<file path="config.mk">
export PLATFORM = sky130hd
export DESIGN_NAME = mem_responder
export DESIGN_NICKNAME = d
export VERILOG_FILES = /design/src/rtl/mem_responder_pkg.sv /design/src/rtl/mem_responder.sv
export SDC_FILE = /design/constraint.sdc
export NUM_CORES = 1
export LEC_CHECK = 0
export BUFFER_PORTS_ARGS = -buffer_cell sky130_fd_sc_hd__buf_2
export CAP_MARGIN = 20
export CORE_ASPECT_RATIO = 1.1
export CORE_MARGIN = 1
export CORE_UTILIZATION = 52
export DETAILED_ROUTE_END_ITERATION = 6
export HOLD_SLACK_MARGIN = 0.03
export PLACE_DENSITY = 0.71
export SETUP_SLACK_MARGIN = 0.4
export SLEW_MARGIN = 20
export SYNTH_ARGS = -nofsm -noshare
export SYNTH_HDL_FRONTEND = slang
export SYNTH_SLANG_ARGS = --single-unit
</file>
<file path="constraint.sdc">
create_clock -name clk -period 3.1 [get_ports clk]
set_clock_uncertainty 0.1 [all_clocks]
set_input_delay 0.31 -clock clk [delete_from_list [all_inputs] [get_ports clk]]
set_output_delay 0.31 -clock clk [all_outputs]
set_load 0.02 [all_outputs]
</file>
<file path="src/rtl/mem_responder_pkg.sv">
// Shared response codes and FSM state encodings for the memory responder.
package mem_responder_pkg;

    localparam logic RESP_OKAY = 1'b0;
    localparam logic RESP_ERR  = 1'b1;

    typedef enum logic [1:0] {
        R_IDLE = 2'd0,
        R_WAIT = 2'd1,
        R_RESP = 2'd2
    } rd_state_e;

    typedef enum logic {
        W_IDLE = 1'b0,
        W_RESP = 1'b1
    } wr_state_e;

endpackage

</file>
<file path="src/rtl/mem_responder.sv">
// Small-word memory slave with independent read and write channels, a
// programmable read latency and a combinational backdoor port.
module mem_responder
    import mem_responder_pkg::*;
#(
    parameter int ADDR_WDTH = 4,
    parameter int DATA_WDTH = 32,
    parameter int RESP_WDTH = 1,
    parameter int MEM_DEPTH = 12,
    parameter int READ_LAT  = 2
) (
    input  logic                 clk,
    input  logic                 rst_n,
    input  logic                 ar_valid,
    input  logic [ADDR_WDTH-1:0] ar_address,
    output logic                 ar_ready,
    output logic                 r_valid,
    output logic [DATA_WDTH-1:0] r_data,
    output logic [RESP_WDTH-1:0] r_resp,
    input  logic                 r_ready,
    input  logic                 aw_valid,
    input  logic [ADDR_WDTH-1:0] aw_address,
    output logic                 aw_ready,
    input  logic                 w_valid,
    input  logic [DATA_WDTH-1:0] w_data,
    output logic                 w_ready,
    output logic                 b_valid,
    output logic [RESP_WDTH-1:0] b_resp,
    input  logic                 b_ready,
    input  logic                 dbg_we,
    input  logic [ADDR_WDTH-1:0] dbg_addr,
    input  logic [DATA_WDTH-1:0] dbg_wdata,
    output logic [DATA_WDTH-1:0] dbg_rdata
);

    function automatic logic in_range(input logic [ADDR_WDTH-1:0] a);
        return int'(a) < MEM_DEPTH;
    endfunction

    logic [DATA_WDTH-1:0] r_mem [MEM_DEPTH];

    rd_state_e            r_rstate, w_rnext;
    logic [3:0]           r_cnt, w_cnt_nxt;
    logic [ADDR_WDTH-1:0] r_araddr, w_raddr;
    logic                 w_rd_enter;

    wr_state_e            r_wstate, w_wnext;
    logic                 r_aw_got, r_w_got;
    logic [ADDR_WDTH-1:0] r_awaddr, w_waddr;
    logic [DATA_WDTH-1:0] r_wdata, w_wdat;
    logic                 w_aw_hs, w_w_hs, w_commit;

    always_comb begin
        w_rnext   = r_rstate;
        w_cnt_nxt = r_cnt;
        ar_ready  = 1'b0;
        r_valid   = 1'b0;
        case (r_rstate)
            R_IDLE: begin
                ar_ready = 1'b1;
                if (ar_valid) begin
                    w_cnt_nxt = 4'(READ_LAT);
                    w_rnext   = (READ_LAT > 0) ? R_WAIT : R_RESP;
                end
            end
            R_WAIT: begin
                w_cnt_nxt = r_cnt - 4'd1;
                if (r_cnt == 4'd1) w_rnext = R_RESP;
            end
            R_RESP: begin
                r_valid = 1'b1;
                if (r_ready) w_rnext = R_IDLE;
            end
            default: w_rnext = R_IDLE;
        endcase
    end

    // With zero latency the address is used on the same edge it is accepted.
    assign w_raddr    = (r_rstate == R_IDLE) ? ar_address : r_araddr;
    assign w_rd_enter = (w_rnext == R_RESP) && (r_rstate != R_RESP);

    always_ff @(posedge clk or negedge rst_n) begin
        if (!rst_n) begin
            r_rstate <= R_IDLE;
            r_cnt    <= '0;
            r_araddr <= '0;
            r_data   <= '0;
            r_resp   <= '0;
        end else begin
            r_rstate <= w_rnext;
            r_cnt    <= w_cnt_nxt;
            if (r_rstate == R_IDLE && ar_valid) r_araddr <= ar_address;
            if (w_rd_enter) begin
                r_data <= in_range(w_raddr) ? r_mem[w_raddr] : '0;
                r_resp <= in_range(w_raddr) ? RESP_WDTH'(RESP_OKAY) : RESP_WDTH'(RESP_ERR);
            end
        end
    end

    assign w_aw_hs  = aw_valid && (r_wstate == W_IDLE) && !r_aw_got;
    assign w_w_hs   = w_valid  && (r_wstate == W_IDLE) && !r_w_got;
    assign w_waddr  = r_aw_got ? r_awaddr : aw_address;
    assign w_wdat   = r_w_got  ? r_wdata  : w_data;
    assign w_commit = (r_wstate == W_IDLE) && (r_aw_got || w_aw_hs) && (r_w_got || w_w_hs);

    always_comb begin
        w_wnext  = r_wstate;
        aw_ready = 1'b0;
        w_ready  = 1'b0;
        b_valid  = 1'b0;
        case (r_wstate)
            W_IDLE: begin
                aw_ready = !r_aw_got;
                w_ready  = !r_w_got;
                if (w_commit) w_wnext = W_RESP;
            end
            W_RESP: begin
                b_valid = 1'b1;
                if (b_ready) w_wnext = W_IDLE;
            end
            default: w_wnext = W_IDLE;
        endcase
    end

    always_ff @(posedge clk or negedge rst_n) begin
        if (!rst_n) begin
            r_wstate <= W_IDLE;
            r_aw_got <= 1'b0;
            r_w_got  <= 1'b0;
            r_awaddr <= '0;
            r_wdata  <= '0;
            b_resp   <= '0;
        end else begin
            r_wstate <= w_wnext;
            if (w_commit) begin
                r_aw_got <= 1'b0;
                r_w_got  <= 1'b0;
                b_resp   <= in_range(w_waddr) ? RESP_WDTH'(RESP_OKAY) : RESP_WDTH'(RESP_ERR);
            end else begin
                if (w_aw_hs) begin
                    r_aw_got <= 1'b1;
                    r_awaddr <= aw_address;
                end
                if (w_w_hs) begin
                    r_w_got <= 1'b1;
                    r_wdata <= w_data;
                end
            end
        end
    end

    // Memory is never reset; the bus write is placed last so it wins over the backdoor.
    always_ff @(posedge clk) begin
        if (dbg_we && in_range(dbg_addr)) r_mem[dbg_addr] <= dbg_wdata;
        if (w_commit && in_range(w_waddr)) r_mem[w_waddr] <= w_wdat;
    end

    assign dbg_rdata = in_range(dbg_addr) ? r_mem[dbg_addr] : '0;

endmodule

</file>
# After elaboration in Yosys (flattened, before gate mapping)
# Memory sizes are Yosys's and may differ from the RTL's.
# Index checks and enable logic that the tools add are counted.
[classes]
n_addsub = 1
n_lt_le_gt_ge = 3
n_eq_ne = 6
muxes = 29
bitwise = 2
reduce_logical = 21
[op_table]
columns = ["cell", "count"]
rows = [
  ["32-bit 2-to-1 mux", 3],
  ["1-bit 2-to-1 mux", 17],
  ["4-bit < comparator, second input constant", 3],
  ["4-bit 2-to-1 mux", 3],
  ["1-bit logical AND", 10],
  ["4-bit case mux with 2 select lines", 1],
  ["2-bit 2-to-1 mux", 3],
  ["2-bit case mux with 3 select lines", 1],
  ["2-bit AND reduction", 3],
  ["2-bit nonzero test", 3],
  ["2-bit == test, second input constant", 2],
  ["4-bit by 1-bit == test with 1-bit output, second input constant", 1],
  ["2-bit != test, second input constant", 2],
  ["4-bit by 1-bit subtractor with 4-bit output, second input constant", 1],
  ["2-bit by 1-bit == test with 1-bit output, second input constant", 1],
  ["1-bit logical NOT", 2],
  ["2-bit logical NOT", 1],
  ["1-bit logical OR", 2],
  ["1-bit inverter", 2],
  ["1-bit case mux with 2 select lines", 1],
]
[word_totals]
reg_bits = 83
ramBits = 384
input_bits = 84
out_inout_bits = 71
word_cells = 74
memories = 1
[mem_list]
columns = ["memory", "words", "width", "read_ports", "rd_clocked_by_memory_dff", "write_ports", "line", "rtl"]
rows = [
  ["r_mem", 12, 32, 2, 0, 2, "mem_responder.sv:40", "logic [DATA_WDTH-1:0] r_mem [MEM_DEPTH];"],
]

# Depth between registers and ports, before layout
# Gate-level depths: netlist (run 1).
[logic_depth]
word_depth = 9
mapped_depth = 10
ltp_nobuf = 7

# Worst setup path before layout (run 1)
# No wires, ideal clock.
[synth_path]
path_type = "input -> register"
startpoint = "input dbg_addr[3]"
endpoint = "memory r_mem[10][0] (enable)"
setup_ns = 0.466
t_arrival_ns = 3.550
t_required_ns = 2.534
setup_slack_ns = -1.015
path_stages = 4
n_path_buf = 2
path_cell_list = "clkbuf_1 buf_1 nand3b_1 o21ai_0"
[synth_rtl]
columns = ["element", "line", "rtl"]
rows = [
  ["start: declaration", "mem_responder.sv:31", "input logic [ADDR_WDTH-1:0] dbg_addr,"],
  ["end: declaration", "mem_responder.sv:40", ""],
]

# Worst setup path in the final report (run 1)
[layout_path]
startpoint = "register r_rstate[1]"
endpoint = "register r_data[22]"
[layout_between]
elab_chain_len = 4
[layout_lines]
columns = ["element", "line", "rtl"]
rows = [
  ["start: declaration", "mem_responder.sv:42", "rd_state_e r_rstate, w_rnext;"],
  ["start signal: assignment", "mem_responder.sv:90", "r_rstate <= w_rnext;"],
  ["2-bit logical NOT (tied with other cells)", "mem_responder.sv:58, mem_responder.sv:79", ""],
  ["4-bit 2-to-1 mux / 2-bit case mux with 3 select lines (equally long branches)", "mem_responder.sv:79, mem_responder.sv:58", ""],
  ["memory read 12 x 32 bit (tied with other cells)", "n/a", ""],
  ["32-bit 2-to-1 mux / 1-bit logical AND (equally long branches)", "mem_responder.sv:94, mem_responder.sv:80", ""],
  ["end signal: assignment", "mem_responder.sv:94", "r_data <= in_range(w_raddr) ? r_mem[w_raddr] : '0;"],
  ["end: declaration", "mem_responder.sv:18", "output logic [DATA_WDTH-1:0] r_data,"],
]
# Parallel ways exist; a longest one is shown, timed or not.
# A chain may end at the register's enable or synchronous reset.

==> metrics.md, run 1 <==
| Metric | Value |
|---|---|
| Clock buffer count from CTS | just under 50 |
| Area Overhead vs Synth | 16.32% |
| Tot GR Track Use | between 30% and 40% |
| Vias per cell | 6.591 |
| Worst ir drop on vdd | about 0.00048 V |
| Wire per inst | between 20 and 30 um |
| Die Area | 0.05150 mm2 |
| Row cnt | 86 |
| Max Cap Viol | 0 |
| Commonest non-fill, non-tap cell in the layout | mux2_2 |
| Ys Warns | 0 |
| Avg Cell Area, Syn | 13.02 um2 |
| Seq/Total Area, Yosys | approximately half |
| Relative slew margins | 39.98% |
| I/O Pins | 155 |
| Share of layout cells above drive strength 1 | 42.62% |
| Cells after synthesis | 2021 |
| Startpoint Class | flop |
| Routability Congestion | between 0.8 and 0.9 |
| Most frequent cells in the layout | mux2_2 (458), edfxtp_1 (384), nand2_1 (271) |
| RSZ-0062 raised after global routing | yes |
| WL met2 | around 38000 um |
| Routed length on met1 | 30040 um |
| Peak Freq | about 370 MHz |
| Fraction of registers with async set/reset | 17.77% |
| Met3 WL | 8496 um |
| Max Slew Vio Count | 0 |
| Die width | 216.5 um |
| Initial antenna violation count | 4 |
| Total power | roughly 25 mW |
| Largest net degree at the start of global routing | 59 |
| Top Metal Used | met4 |
| Worst hold path class | input port to flop |
| Final setup fails | 0 |
| Synth Flop Type | edfxtp_1 |
| IO buf count | about 150 |
| Worst slew pin tran | 0.8968 ns |
| H-tree depth | 2 |
| Chip Height | around 240 um |
| Launch point of the worst path | r_rstate[1]$_DFF_PN0_ |
| Cells after DPL | 2735 |
| WP data arrival | between 3 and 4 ns |
| Clock latency on the worst-skew pair | ~0.61 ns |
| DRC | 0 |
| Finished Layout Cells | 2878 |
| Period utilisation layout | 86.10% |
| Post-synth EDFFs | 384 |
| Clk buf depth | 3 |
| WP data required | 3.47 ns |
| HP Start | dbg_wdata[31] |
| Max FO, Critical Path | 31 |
| Power Dens Cells | 802.6 mW/mm2 |
| Status | complete, no violations |
| Post-layout min period | about 2.7 ns |
| Syn Nets | 2107 |
| Fin Hold WS | 0.06887 ns |
| Mapped Area | between 0.02 and 0.03 mm2 |
| Clk pin slew, worst setup/hold paths | 0.06 ns |
| Core area | 0.05004 mm2 |
| Starting density of the core | 52.58% |
| Root Driver | clkbuf_16 |
| WL final | 79110 um |
| CP Capture Type | flop |
| Total number of vias | 18970 |
| HPWL after detailed placement | 48920 um |
| Grt ovf | 0 |
| Critical path type | flop to flop |
| Drt pass-1 iters | 6 |
| Final Hold Vio Count | 0 |
| Vias in the first global route | 19030 |
| First-pass GRT wire length | 117000 um |
| Yosys cell types | 46 |
| Post-DRT Antenna Nets | 0 |
| Final nets | about 2300 |
| Setup TNS | 0 ns |
| Pleak | 11.32 nW |
| Register bit count reported by yosys | roughly 470 |
| CTS tree | done |
| TritonCTS sink count | 467 |
| Reg-to-Reg Start | r_rstate[1]$_DFF_PN0_ |
| Post-layout util | 61.17% |
| 1st-iter DRT viols | about 2300 |
## layout make-up
type                    instances  area, um2
clock buffers                  68       1368
clock inverters                22      250.2
diodes                          3      7.507
well taps                     660      825.8
flip-flops and latches        467      13610
repair buffers                312       2537
inverters                      40      150.1
fillers                      3747      19430
multi-input cells            1306      11860
## per-layer routing
layer / vias up / GRT usage, %
met4: 0 / 12.33
met2: 1215 / 49.05
met5: - / 0
met3: 190 / 5.214
met1: 9539 / 41.06
li1: 8026 / -
## cells in the mapped netlist, types with 2 or more instances
cell / n / share of area, %
mux2_2: 459 / 20
edfxtp_1: 384 / 44
nand2_1: 284 / 4.1
a21oi_1: 155 / 2.9
clkbuf_1: 116 / 1.7
mux2i_1: 99 / 3.8
mux4_2: 96 / 8.2
dfrtp_1: 83 / 7.9
o22ai_1: 65 / 1.5
buf_2: 56 / 1.1
inv_1: 40 / 0.57
nor4_1: 31 / 0.74
o32ai_1: 29 / 0.97
o21ai_0: 21 / 0.40
buf_4: 18 / 0.51
buf_1: 12 / 0.17
nor2_1: 10 / 0.14
buf_6: 7 / 0.30
nor3_1: 7 / 0.13
nand2b_1: 5 / 0.12
a31oi_1: 4 / 0.095
nand3b_1: 4 / 0.11
a22o_1: 3 / 0.10
nand3_1: 3 / 0.057
nor3b_1: 3 / 0.086
a21o_1: 2 / 0.057
a31oi_2: 2 / 0.095
and2_1: 2 / 0.048
ha_1: 2 / 0.095
nand4_1: 2 / 0.048
o21ai_1: 2 / 0.038
## timing repair
item                                   in CTS  in global routing
setup buffers                               2                  0
pin swaps                                   0                  2
endpoints found under the hold margin      80                  0
cloned                                      0                  2
setup endpoints to repair                  30                106
resized for setup                           2                 13
hold buffers                               46                  0
## worst paths after layout
path / end / slack, ns / depth (start not counted)
min in group asynchronous: r_wdata[2]$_DFFE_PN0P_ / 0.14 / 2
max in group asynchronous: r_wdata[24]$_DFFE_PN0P_ / 1.96 / 3
setup reg to reg: r_data[22]$_DFFE_PN0P_ / 0.43 / 8
hold reg to reg: b_resp$_DFFE_PN0P_ / 0.40 / 2
hold / removal: r_mem[6][31]$_DFFE_PP_ / 0.07 / 2
setup / recovery: r_data[22]$_DFFE_PN0P_ / 0.43 / 8
## flip-flops by register name (all words and copies together) (netlist names)
signal    count
r_aw_got      1
r_w_got       1
r_data       32
r_wstate      1
r_rstate      2
r_awaddr      4
b_resp        1
r_mem       384
r_araddr      4
r_cnt         4
r_resp        1
r_wdata      32
## power breakdown
| part | switching (mW) | leakage, nW | internal [mW] |
|---|---|---|---|
| combinational | 6.15 | 6.07 | 3.91 |
| clock | 2.55 | 0.789 | 3.50 |
| sequential | 0.591 | 4.46 | 7.87 |
| total | 9.29 | 11.3 | 15.3 |
## cell families (layout without fill, tap and decap cells)
kind of cell	count (synthesis)	after routing	share of synthesized area, %
other cells	0	3	0
buf+inv	249	442	4.275
simple gates	359	360	5.759
fa+ha+maj	2	2	0.09510
flops	467	467	51.72
mux	654	654	31.63
compound gates	290	290	6.520
## per-stage QoR
step           setup WS [ns]  area [um2]
5_1_grt               0.3855       30600
3_5_place_dp          0.3231       28380
2_1_floorplan        -0.1874       26340
3_3_place_gp          0.4169       28380
4_1_cts               0.4317       30500
6_report              0.4308       30600
## critical path, stage by stage (launching register included)
cell,delay [ns]
dfrtp_1,0.48
or3b_4,0.49
nand2_4,0.11
buf_12,0.19
buf_12,0.25
mux2i_1,0.26
o22ai_1,0.12
nor4_2,0.37
a21oi_1,0.12
(Power assumes the default switching activity.)
==> run 2: changes to the inputs <==
--- a/config.mk
+++ b/config.mk
@@ -10,8 +10,10 @@
 export CORE_ASPECT_RATIO = 1.1
 export CORE_MARGIN = 1
 export CORE_UTILIZATION = 52
+export CTS_CLUSTER_DIAMETER = 200
 export DETAILED_ROUTE_END_ITERATION = 6
 export HOLD_SLACK_MARGIN = 0.03
+export MAX_ROUTING_LAYER = met4
 export PLACE_DENSITY = 0.71
 export SETUP_SLACK_MARGIN = 0.4
 export SLEW_MARGIN = 20
==> metrics.md, run 2 (synthesis gave the netlist of run 1 again) <==
| Metric | Value |
|---|---|
| RSZ-0062 raised after global routing | yes |
| Period utilisation layout | 86.16% (about the same) |
| Largest register FFs | 384 (unchanged) |
| Commonest non-fill, non-tap cell in the layout | mux2_2 |
| Most frequent cells in the layout | mux2_2 (458), edfxtp_1 (384), nand2_1 (271) |
| Pleak | 11.32 nW (about the same) |
| Post-layout min period | 2.671 ns (+0.001688 ns) |
| Peak Freq | 374.4 MHz (about the same) |
| Post-DRT Antenna Nets | 0 (unchanged) |
| CP Capture Type | flop |
| H-tree depth | 2 (unchanged) |
| IO buf count | 154 (unchanged) |
| Grt ovf | 0 (unchanged) |
| Wire per inst | 27.50 um (about the same) |
| Max FO, Critical Path | 31 (unchanged) |
| Status | complete, no violations |
| Worst ir drop on vdd | 0.0004789 V (-0.89%) |
| Core area | 0.05004 mm2 (unchanged) |
| Largest net degree at the start of global routing | 59 (unchanged) |
| Vias per cell | 6.600 (+0.12%) |
| Routability Congestion | 0.8696 (+1.7%) |
| Die width | 216.5 um (unchanged) |
| Starting density of the core | 52.58% (unchanged) |
| Max Slew Vio Count | 0 (unchanged) |
| WP data arrival | 3.03 ns (about the same) |
| Final setup fails | 0 (unchanged) |
| Startpoint Class | flop |
| Area Overhead vs Synth | 16.31% (about the same) |
| Setup slack after placement | 0.3231 ns (unchanged) |
| Relative slew margins | 39.42% (-0.57 points) |
| Clk buf depth | 3 (unchanged) |
| I/O Pins | 155 (unchanged) |
| HPWL after detailed placement | 48920 um (unchanged) |
| Final nets | 2262 (unchanged) |
| Post-layout util | 61.16% (about the same) |
| Register bank with the most flops | r_mem |
| Final Hold Vio Count | 0 (unchanged) |
| Critical path type | flop to flop |
| Tot GR Track Use | 31.39% (+0.93 points) |
| WP data required | 3.46 ns (about the same) |
| Clk pin slew, worst setup/hold paths | 0.06 ns (about the same) |
| Total number of vias | 18990 (+0.090%) |
| Chip Height | 237.9 um (unchanged) |
| TritonCTS sink count | 467 (unchanged) |
| Post-route worst setup slack | 0.4291 ns (-0.001688 ns) |
| 1st-iter DRT viols | 2300 (-1.3%) |
| DRC | 0 (unchanged) |
| First-pass GRT wire length | 117000 um (about the same) |
| Clock latency on the worst-skew pair | 0.61 ns (about the same) |
| Row cnt | 86 (unchanged) |
| Regs by FF count | r_mem (384), r_data (32), r_wdata (32) |
| Initial antenna violation count | 3 (-1) |
| Vias in the first global route | 19020 (-0.068%) |
| Die Area | 0.05150 mm2 (unchanged) |
| WL final | 79130 um (about the same) |
| Worst hold path class | input port to flop |
| Max Cap Viol | 0 (unchanged) |
| Root Driver | clkbuf_16 |
| Clock buffer count from CTS | 49 (unchanged) |
| Total power | 24.56 mW (about the same) |
| Power Dens Cells | 802.7 mW/mm2 (about the same) |
| Share of layout cells above drive strength 1 | 42.62% (unchanged) |
| Worst slew pin tran | 0.9053 ns (+0.008472 ns) |
| Drt pass-1 iters | 5 (-1) |
| CTS tree | done |
-- run 2: path summary, 6_finish.rpt --
path | startpoint | to | slack (ns) | cells after the start
worst max-delay path | r_rstate[1]$_DFF_PN0_ | r_data[22]$_DFFE_PN0P_ | 0.43 | 8
worst min-delay path | dbg_wdata[31] | r_mem[0][31]$_DFFE_PP_ | 0.07 | 2
worst max register to register | r_rstate[1]$_DFF_PN0_ | r_data[22]$_DFFE_PN0P_ | 0.43 | 8
worst min register to register | b_resp$_DFFE_PN0P_ | b_resp$_DFFE_PN0P_ | 0.40 | 2
max in group asynchronous | rst_n | r_wdata[24]$_DFFE_PN0P_ | 1.96 | 3
min in group asynchronous | rst_n | r_wdata[2]$_DFFE_PN0P_ | 0.14 | 2
-- run 2: final cells by class --
class                           count  area, um2
Fill cell                        3747      19430
Multi-Input combinational cell   1306      11860
Clock inverter                     22      250.2
Clock buffer                       68       1368
Sequential cell                   467      13610
Tap cell                          660      825.8
Inverter                           40      150.1
Antenna cell                        2      5.005
Timing Repair Buffer              312       2537
-- run 2: power breakdown --
part / leakage (nW) / switching, mW / total, mW / internal, mW
combinational: 6.07 / 6.14 / 10.1 / 3.91
clock: 0.789 / 2.55 / 6.05 / 3.50
sequential: 4.46 / 0.593 / 8.46 / 7.87
total: 11.3 / 9.29 / 24.6 / 15.3
-- run 2: timing repair --
item                                    CTS  global route
pin swaps                                 0             3
endpoints found under the setup margin   30           106
hold buffers                             46             0
gates cloned                              0             2
buffers inserted                          2             0
endpoints found under the hold margin    80             0
resized for setup                         2            13
-- run 2: metal layers --
metal / share of wire, % / vias up / track usage [%] / routed length (um)
li1: - / 8018 / - / -
met1: 38 / 9563 / 41.13 / 30400
met2: 48 / 1212 / 49.05 / 37760
met3: 10 / 194 / 5.175 / 8231
met4: 3.4 / 0 / 12.27 / 2728
met5: 0 / - / - / 0
-- run 2: metrics by stage --
| stage | setup TNS (ns) | area, um2 | hold WS (ns) | instances |
|---|---|---|---|---|
| 3_5_place_dp | 0 | 28380 | 0.2559 | 2735 |
| 3_3_place_gp | 0 | 28380 | 0.2503 | 2735 |
| 5_1_grt | 0 | 30600 | 0.08586 | 2877 |
| 6_report | 0 | 30600 | 0.06974 | 2877 |
| 4_1_cts | 0 | 30500 | 0.04174 | 2873 |
| 2_1_floorplan | -23.98 | 26340 | -0.08559 | 2021 |
-- run 2: critical path: stages (launching register included) --
cell	delay, ns
dfrtp_1	0.48
or3b_4	0.49
nand2_4	0.11
buf_12	0.18
buf_12	0.25
mux2i_1	0.27
o22ai_1	0.12
nor4_2	0.36
a21oi_1	0.12
==> run 3: changes to the inputs <==
--- a/config.mk
+++ b/config.mk
@@ -5,16 +5,16 @@
 export SDC_FILE = /design/constraint.sdc
 export NUM_CORES = 1
 export LEC_CHECK = 0
-export BUFFER_PORTS_ARGS = -buffer_cell sky130_fd_sc_hd__buf_2
 export CAP_MARGIN = 20
 export CORE_ASPECT_RATIO = 1.1
 export CORE_MARGIN = 1
 export CORE_UTILIZATION = 52
 export CTS_CLUSTER_DIAMETER = 200
 export DETAILED_ROUTE_END_ITERATION = 6
+export DONT_BUFFER_PORTS = 1
 export HOLD_SLACK_MARGIN = 0.03
 export MAX_ROUTING_LAYER = met4
-export PLACE_DENSITY = 0.71
+export PLACE_DENSITY = 0.69
 export SETUP_SLACK_MARGIN = 0.4
 export SLEW_MARGIN = 20
 export SYNTH_ARGS = -nofsm -noshare
==> metrics.md, run 3 (synthesis gave the netlist of run 1 again) <==
| Metric | Value |
|---|---|
| First-pass GRT wire length | 116200 um (-0.68%) |
| CP Cell Sequence | or3b_4 -> nand2_8 -> buf_16 -> buf_16 -> mux2i_1 -> o22ai_1 -> nor4_1 -> a21oi_1 |
| Total number of vias | 18320 (-3.5%) |
| Row cnt | 86 (unchanged) |
| Max stage delay on crit path | 0.49 ns (about the same) |
| Critical path type | flop to flop |
| Area of the multi-input gates | 0.01185 mm2 (about the same) |
| Worst ir drop on vdd | 0.0005983 V (+25%) |
| Final nets | 2121 (-6.2%) |
| Relative slew margins | 27.64% (-12 points) |
| Design area | 0.02995 mm2 (-2.1%) |
| Filler Cell Count | 3882 (+3.6%) |
| Clock power frac | 25.2% (+0.6 points) |
| Peak Freq | 370.8 MHz (-0.97%) |
| Initial antenna violation count | 2 (-1) |
| Logic pwr share | 38.4% (-2.5 points) |
| H-tree depth | 2 (unchanged) |
| Startpoint Class | flop |
| Core area | 0.05004 mm2 (unchanged) |
| Vias per cell | 6.690 (+1.4%) |
| Clk pin slew, worst setup/hold paths | 0.06 ns (about the same) |
| Register area | 0.01361 mm2 (about the same) |
| Crit-path most repeated cell | buf_16 |
| Switching portion of total power | 37.90% (+0.086 points) |
| Period utilisation layout | 87.00% (+0.84 points) |
| Post-layout util | 59.86% (-1.3 points) |
| Post-layout min period | 2.697 ns (+0.02616 ns) |
| Pleak | 10.71 nW (-5.4%) |
| Reg2Reg Depth | 8 (unchanged) |
| CTS tree | done |
| Clock latency on the worst-skew pair | 0.59 ns (-0.02 ns) |
| Root Driver | clkbuf_16 |
| Register bank with the most flops | r_mem |
| Final Hold Vio Count | 0 (unchanged) |
| Largest register FFs | 384 (unchanged) |
| Status | complete, no violations |
| Largest net degree at the start of global routing | 101 (+71%) |
| WP data required | 3.46 ns (about the same) |
| Area Overhead vs Synth | 13.84% |
| Worst hold path class | input port to flop |
| Post-DRT Antenna Nets | 0 (unchanged) |
| Post-place instance area | 0.02721 mm2 (-4.1%) |
| RSZ-0062 raised after global routing | no |
| Wire per inst | 29.37 um (+6.8%) |
| Tot GR Track Use | 31.50% (+0.11 points) |
| IO buf count | 0 (-100%) |
| Internal power | 15.00 mW (-1.8%) |
| DRC | 0 (unchanged) |
| Psw | 9.155 mW (-1.4%) |
| I/O Pins | 155 (unchanged) |
| Starting density of the core | 52.58% (unchanged) |
| Commonest non-fill, non-tap cell in the layout | mux2_2 |
| Clock buffer count from CTS | 52 (+6.1%) |
| Max Cap Viol | 0 (unchanged) |
| Vias in the first global route | 18350 (-3.5%) |
| Max FO, Critical Path | 19 (-39%) |
| Routability Congestion | 0.8683 (-0.15%) |
| WP data arrival | 3.05 ns (+0.02 ns) |
| Final setup fails | 0 (unchanged) |
| Post CTS Setup Buffer Count | 0 (-2) |
| Worst slew pin tran | 1.081 ns (+0.1760 ns) |
| Die Area | 0.05150 mm2 (unchanged) |
| CP Capture Type | flop |
| Grt ovf | 0 (unchanged) |
| Die width | 216.5 um (unchanged) |
| WL final | 80450 um (+1.7%) |
| Clk buf depth | 3 (unchanged) |
| Sequential share of power | 36.5% (+2.0 points) |
| Crit-path slowest cell | or3b_4 |
| Max Slew Vio Count | 0 (unchanged) |
| TritonCTS sink count | 467 (unchanged) |
| 1st-iter DRT viols | 1973 (-14%) |
| Drt pass-1 iters | 5 (unchanged) |
| HPWL after detailed placement | 45470 um (-7.1%) |
| Hold Path Stages | 5 (+3) |
| Most frequent cells in the layout | mux2_2 (459), edfxtp_1 (384), nand2_1 (271) |
| Share of layout cells above drive strength 1 | 36.74% (-5.9 points) |
| Power Dens Cells | 806.4 mW/mm2 (+0.46%) |
| Regs by FF count | r_mem (384), r_data (32), r_wdata (32) |
| Chip Height | 237.9 um (unchanged) |
==> run 3: cell count changes in the layout (fill, tap and decap cells not counted), sizes merged <==
cell / change
buf: -187
bufinv: -3
clkbuf: +13
clkinv: +2
clkinvlp: -2
dlygate4sd3: +41
inv: -2
==> run 3: timing repair <==
item / 4_1_cts / 5_1_grt
cloned: 0 / 4
pin swaps: 0 / 2
resized for setup: 4 / 14
endpoints found under the setup margin: 6 / 193
hold buffers: 88 / 0
hold endpoints to repair: 519 / 0
==> run 3: power by group through the flow <==
stage / clock network (mW) / registers (mW) / logic (mW)
finish: 6.07 / 8.82 / 9.26
global route: 6.37 / 8.90 / 9.77
CTS: 6.14 / 8.79 / 8.73
detailed placement: 0 / 8.92 / 8.40
global placement: 0 / 8.87 / 8.24
floorplan: 0 / 8.63 / 6.12
==> run 3: cell type report <==
| class | instances | share of cell area [%] |
|---|---|---|
| clock inverter | 17 | 0.4637 |
| clock buffer | 79 | 5.092 |
| timing repair buffer | 168 | 6.145 |
| tap | 660 | 2.757 |
| antenna | 2 | 0.01671 |
| sequential | 467 | 45.45 |
| multi-input combinational | 1306 | 39.57 |
| inverter | 40 | 0.5013 |
==> run 3: per-stage QoR <==
stage / total power, mW / setup slack (ns) / setup TNS [ns] / cells / hold slack [ns]
floorplan: 14.75 / -0.1874 / -23.98 / 2021 / -0.08559
global placement: 17.11 / 0.3550 / 0 / 2549 / -0.08085
detailed placement: 17.32 / 0.3383 / 0 / 2549 / -0.08057
CTS: 23.67 / 0.3383 / 0 / 2733 / 0.07370
global route: 25.04 / 0.3985 / 0 / 2739 / 0.1443
finish: 24.15 / 0.4029 / 0 / 2739 / 0.1114
==> run 3: path summary, 6_finish.rpt <==
| check | start | to | slack [ns] |
|---|---|---|---|
| max in group asynchronous | rst_n | r_aw_got$_DFFE_PN0P_ | 2.24 |
| min in group asynchronous | rst_n | r_wdata[4]$_DFFE_PN0P_ | 0.23 |
| worst max-delay path | r_rstate[1]$_DFF_PN0_ | r_data[8]$_DFFE_PN0P_ | 0.40 |
| worst min-delay path | ar_address[3] | r_data[3]$_DFFE_PN0P_ | 0.11 |
| worst max register to register | r_rstate[1]$_DFF_PN0_ | r_data[8]$_DFFE_PN0P_ | 0.40 |
| worst min register to register | r_wdata[29]$_DFFE_PN0P_ | r_wdata[29]$_DFFE_PN0P_ | 0.40 |
==> run 3: routing by layer <==
| metal | vias to the layer above | share of wire [%] | global-route usage (%) |
|---|---|---|---|
| met5 | - | 0 | - |
| met4 | 0 | 3.6 | 12.65 |
| met3 | 209 | 9.7 | 5.239 |
| met2 | 1095 | 50 | 52.18 |
| met1 | 9290 | 36 | 38.49 |
| li1 | 7730 | - | - |
==> run 3: worst max-delay path: cells and delay by family (launching register included) <==
kind	cells	cell delay (ns)
AO/OA/AOI/OAI	2	0.22
buffers and inverters	2	0.43
flip-flops	1	0.47
multiplexers	1	0.24
AND/OR/NAND/NOR	3	1.06
